File: src/rtl/register.sv
// register: 32 x 32 general-purpose register file for the MIPS-style datapath, r0 hardwired to zero.
// Latency: reads are combinational (0 cycles) with write-through bypass; writes commit on rising clk.
// Backpressure: none; a write is accepted every cycle that regwrite=1.
//
// Ports:
//   clk        rising-edge clock for all register updates
//   rst        asynchronous active-high reset; clears every register and forces A/B to 0
//   rs, rt     read selects for ports A and B
//   rd         write select; writes to r0 are discarded
//   writedata  value stored verbatim into reg[rd] when regwrite=1
//   regwrite   write enable, sampled on the rising edge of clk
//   A, B       contents of reg[rs] / reg[rt], or writedata when bypassing an in-flight write
module register #(
  parameter int DATA_WIDTH = 32,
  parameter int ADDR_WIDTH = 5,
  parameter int NUM_REGS   = 32   // must equal 2**ADDR_WIDTH
) (
  input  logic                  clk,
  input  logic                  rst,
  input  logic [ADDR_WIDTH-1:0] rs,
  input  logic [ADDR_WIDTH-1:0] rt,
  input  logic [ADDR_WIDTH-1:0] rd,
  input  logic [DATA_WIDTH-1:0] writedata,
  input  logic                  regwrite,
  output logic [DATA_WIDTH-1:0] A,
  output logic [DATA_WIDTH-1:0] B
);

  logic [DATA_WIDTH-1:0] mem [NUM_REGS];

  // A write is only committed when the enable and a nonzero select are both
  // known-true; an unknown rd or regwrite makes the condition non-true and the
  // write is dropped.
  logic write_en;
  assign write_en = regwrite && (rd != '0);

  // r0 is never written, so after reset it reads zero forever.
  always_ff @(posedge clk or posedge rst) begin
    if (rst) begin
      for (int i = 0; i < NUM_REGS; i++) begin
        mem[i] <= '0;
      end
    end else if (write_en) begin
      mem[rd] <= writedata;
    end
  end

  // Read ports. Reset forces zero (and kills the bypass); rs/rt of 0 read zero
  // without depending on storage; a matching in-flight write is forwarded so the
  // decode stage sees the value that will be architecturally visible after the edge.
  always_comb begin
    A = '0;
    if (!rst && (rs != '0)) begin
      if (write_en && (rd == rs)) begin
        A = writedata;
      end else begin
        A = mem[rs];
      end
    end
  end

  always_comb begin
    B = '0;
    if (!rst && (rt != '0)) begin
      if (write_en && (rd == rt)) begin
        B = writedata;
      end else begin
        B = mem[rt];
      end
    end
  end

endmodule

File: config.mk
export PLATFORM = sky130hd
export DESIGN_NAME = register
export DESIGN_NICKNAME = d
export VERILOG_FILES = /design/src/rtl/register.sv
export SDC_FILE = /design/constraint.sdc
export NUM_CORES = 2
export LEC_CHECK = 0
export BUFFER_PORTS_ARGS = -buffer_cell sky130_fd_sc_hd__buf_2
export CORE_ASPECT_RATIO = 2
export CORE_MARGIN = 4
export CORE_UTILIZATION = 55
export CTS_CLUSTER_SIZE = 24
export DETAILED_ROUTE_END_ITERATION = 12
export GPL_ROUTABILITY_DRIVEN = 0
export PLACE_DENSITY = 0.71
export SYNTH_ARGS = -nofsm -noshare
export SYNTH_HDL_FRONTEND = slang
export SYNTH_SLANG_ARGS = --single-unit
File: constraint.sdc
create_clock -name clk -period 60.5 [get_ports clk]
set_input_delay 15.125 -clock clk [delete_from_list [all_inputs] [get_ports clk]]
set_output_delay 15.125 -clock clk [all_outputs]
set_load 0.01 [all_outputs]
==> out/results.ini <==
[outcome]
outcome=complete, no violations

[power_and_ir_drop]
p_leak_nw=26.55
ir_drop_mv=0.03021
cellPowerDensity_nw_per_um2=32.12

[synthesis]
synthCells=3825
yosysTopAreaCellShare_pct=46.23
synthDistinctLibCells=40
synth_most_common_cell=dfrtp_1
ys_seq_elements=1024
syn_area_per_cell_um2=14.49
synth-async-reset-ratio_pct=100.0
synth_area_um2=55430
yosysSeqAreaShare_pct=46.23
yosysTopAreaCell=dfrtp_1
yosys-top-cells-count=dfrtp_1, mux2_2, mux4_2
synth.area.top_cells=dfrtp_1, mux2_2, mux4_2
synthFlopType=dfrtp_1
synth_edf_count=0
yosysWarnings=0
synth_nets=3875

[layout]
largest_register_ffs=1024
utilization_pct=59.89
largest_register=mem
drive_above_1_share_pct=46.96
area_delta_synth_final_pct=7.956
reg_top3=mem (1024)
nets=3725
stdcell_count=5090
fillers=7787

[placement]
place_inst=4906
dp_slack_ns=26.34
dp_hpwl_mm=95.13
port-buffer-count=113

[route]
avgViaCountPerCell=7.054
drc=0
drt-initial-drc-count=2827
wl_per_cell_um=33.00
ant_nets=0
wl_mm=168.0
first_pass_iters=6
routed-via-count=35900

[clock_network]
holdBufCountCts=0
cts_resized=0
clk_pin_slew_worst_paths_ns=0.07
h-tree-depth=3
clk_latency_ns=0.70
cts_tree=yes
clkSinkCount=1024
cts_buffers=95
clockRootBuffer=clkbuf_16
clock_path_buffers=3
cts_setup_buffers=0

[timing]
worst_hold_slack_ns=0.3944
max-slew-margin-rel_pct=24.63
report.final.slew_viol_count=0
finClkSkew_ns=0
tightest_slew_ns=1.130
fmax_ghz=0.02924
hold_violations=0
fin_setup_tns_ns=0
fin_crit_sh_pct=56.54
postLayoutSetupSlackWorst_ns=26.30
rsz0062_at_grt=false
fin_crit_ns=34.20
setup_viol=0

[worst_setup_path]
cp.arrival_ns=19.08
worst-setup-path-type=in2out
crit_path_max_fanout=87
slowest_stage=o311ai_4
max_stage_delay_ns=0.82
end_kind=output port
start_kind=input port
cp_cell_sequence=buf_8 -> buf_12 -> xnor2_1 -> nand4_1 -> o311ai_4 -> buf_4 -> a21oi_1 -> a211o_1 -> buf_2
crit_required_ns=45.38

[floorplanning]
num_rows=164
start_util_pct=55.47
core_area_um2=99930
die_x_um=232.5
pin_count=114
dieArea_um2=106200
die_h_um=457.0

[global_route]
antenna_found_initial=13
grt_first_pass_wirelength_mm=249.8
track_usage_pct=31.83
grt_max_degree=129
first_global_vias=38240
grt_overflow=0

[worst_hold_path]
hold_path.class=reg2reg

[flow_run]
maxCapViolCount=0

## per-stage QoR
stage	total power [W]	instance area [um2]
2_1_floorplan	0.001204	55430
3_3_place_gp	0.001290	56650
3_5_place_dp	0.001311	56650
4_1_cts	0.001931	59820
5_1_grt	0.002003	59830
6_report	0.001922	59840
## cells in the final DEF (no fill, tap or decap), types with 5 or more instances in the layout
| cell | n |
|---|---|
| dfrtp_1 | 1024 |
| mux2_2 | 984 |
| mux4_2 | 384 |
| mux2i_1 | 320 |
| a211oi_1 | 128 |
| a221oi_1 | 128 |
| buf_2 | 105 |
| clkbuf_16 | 95 |
| buf_4 | 84 |
| a21oi_1 | 65 |
| nor2b_1 | 64 |
| a22oi_1 | 64 |
| o21bai_1 | 64 |
| a211o_1 | 64 |
| clkbuf_8 | 24 |
| clkbuf_1 | 21 |
| clkinv_2 | 21 |
| nand2_2 | 15 |
| nor2_4 | 14 |
| xnor2_1 | 10 |
| diode_2 | 8 |
| mux2_1 | 8 |
| bufinv_16 | 6 |
| inv_6 | 5 |
## worst paths after layout
kind | slack (ns) | to | depth (start not counted) | from
hold / removal | 0.39 | mem[1000]$_DFFE_PP0P_ | 0 | mem[1000]$_DFFE_PP0P_
setup / recovery | 26.30 | A[31] | 9 | rs[1]
min in group asynchronous | 14.69 | mem[651]$_DFFE_PP0P_ | 2 | rst
max in group asynchronous | 42.58 | mem[276]$_DFFE_PP0P_ | 5 | rst
hold reg to reg | 0.39 | mem[1000]$_DFFE_PP0P_ | 0 | mem[1000]$_DFFE_PP0P_
setup reg to reg | 59.66 | mem[102]$_DFFE_PP0P_ | 1 | mem[102]$_DFFE_PP0P_
## critical path, delay by kind of cell
kind / cells / cell delay, ns
buffers and inverters: 4 / 1.88
xor gates and xnor gates: 1 / 0.19
and+or+nand+nor: 1 / 0.27
AOI/OAI and AO/OA: 3 / 1.39
## final cells by class
type | count | area (um2) | area share (%)
inverters | 6 | 30.03 | 0.05018
repair buffers | 198 | 1299 | 2.170
clock buffers | 140 | 2786 | 4.656
clock inverters | 36 | 389.1 | 0.6502
diodes | 8 | 20.02 | 0.03345
flip-flops and latches | 1024 | 25620 | 42.82
multi-input cells | 2350 | 28030 | 46.85
well taps | 1328 | 1662 | 2.776
## where the power goes
part | switching (W) | leakage (nW) | internal (W)
registers | 0.0000921 | 13.2 | 0.000814
clock network | 0.000277 | 1.58 | 0.000346
logic | 0.000165 | 11.8 | 0.000228
## logic make-up after synthesis
kind of cell	synth area share (%)
compound gates	7.220
xor+xnor	0.1580
buf+inv	3.571
flops	46.23
mux	41.53
simple gates	1.296
## per-layer routing
layer	wire (um)	track usage, %	part of all wire (%)
met2	84120	53.75	50
met1	60030	38.17	36
met3	12180	5.779	7.3
met4	11590	18.42	6.9
met5	34	0	0.020
No activity file was read; power rests on OpenSTA's default activity.
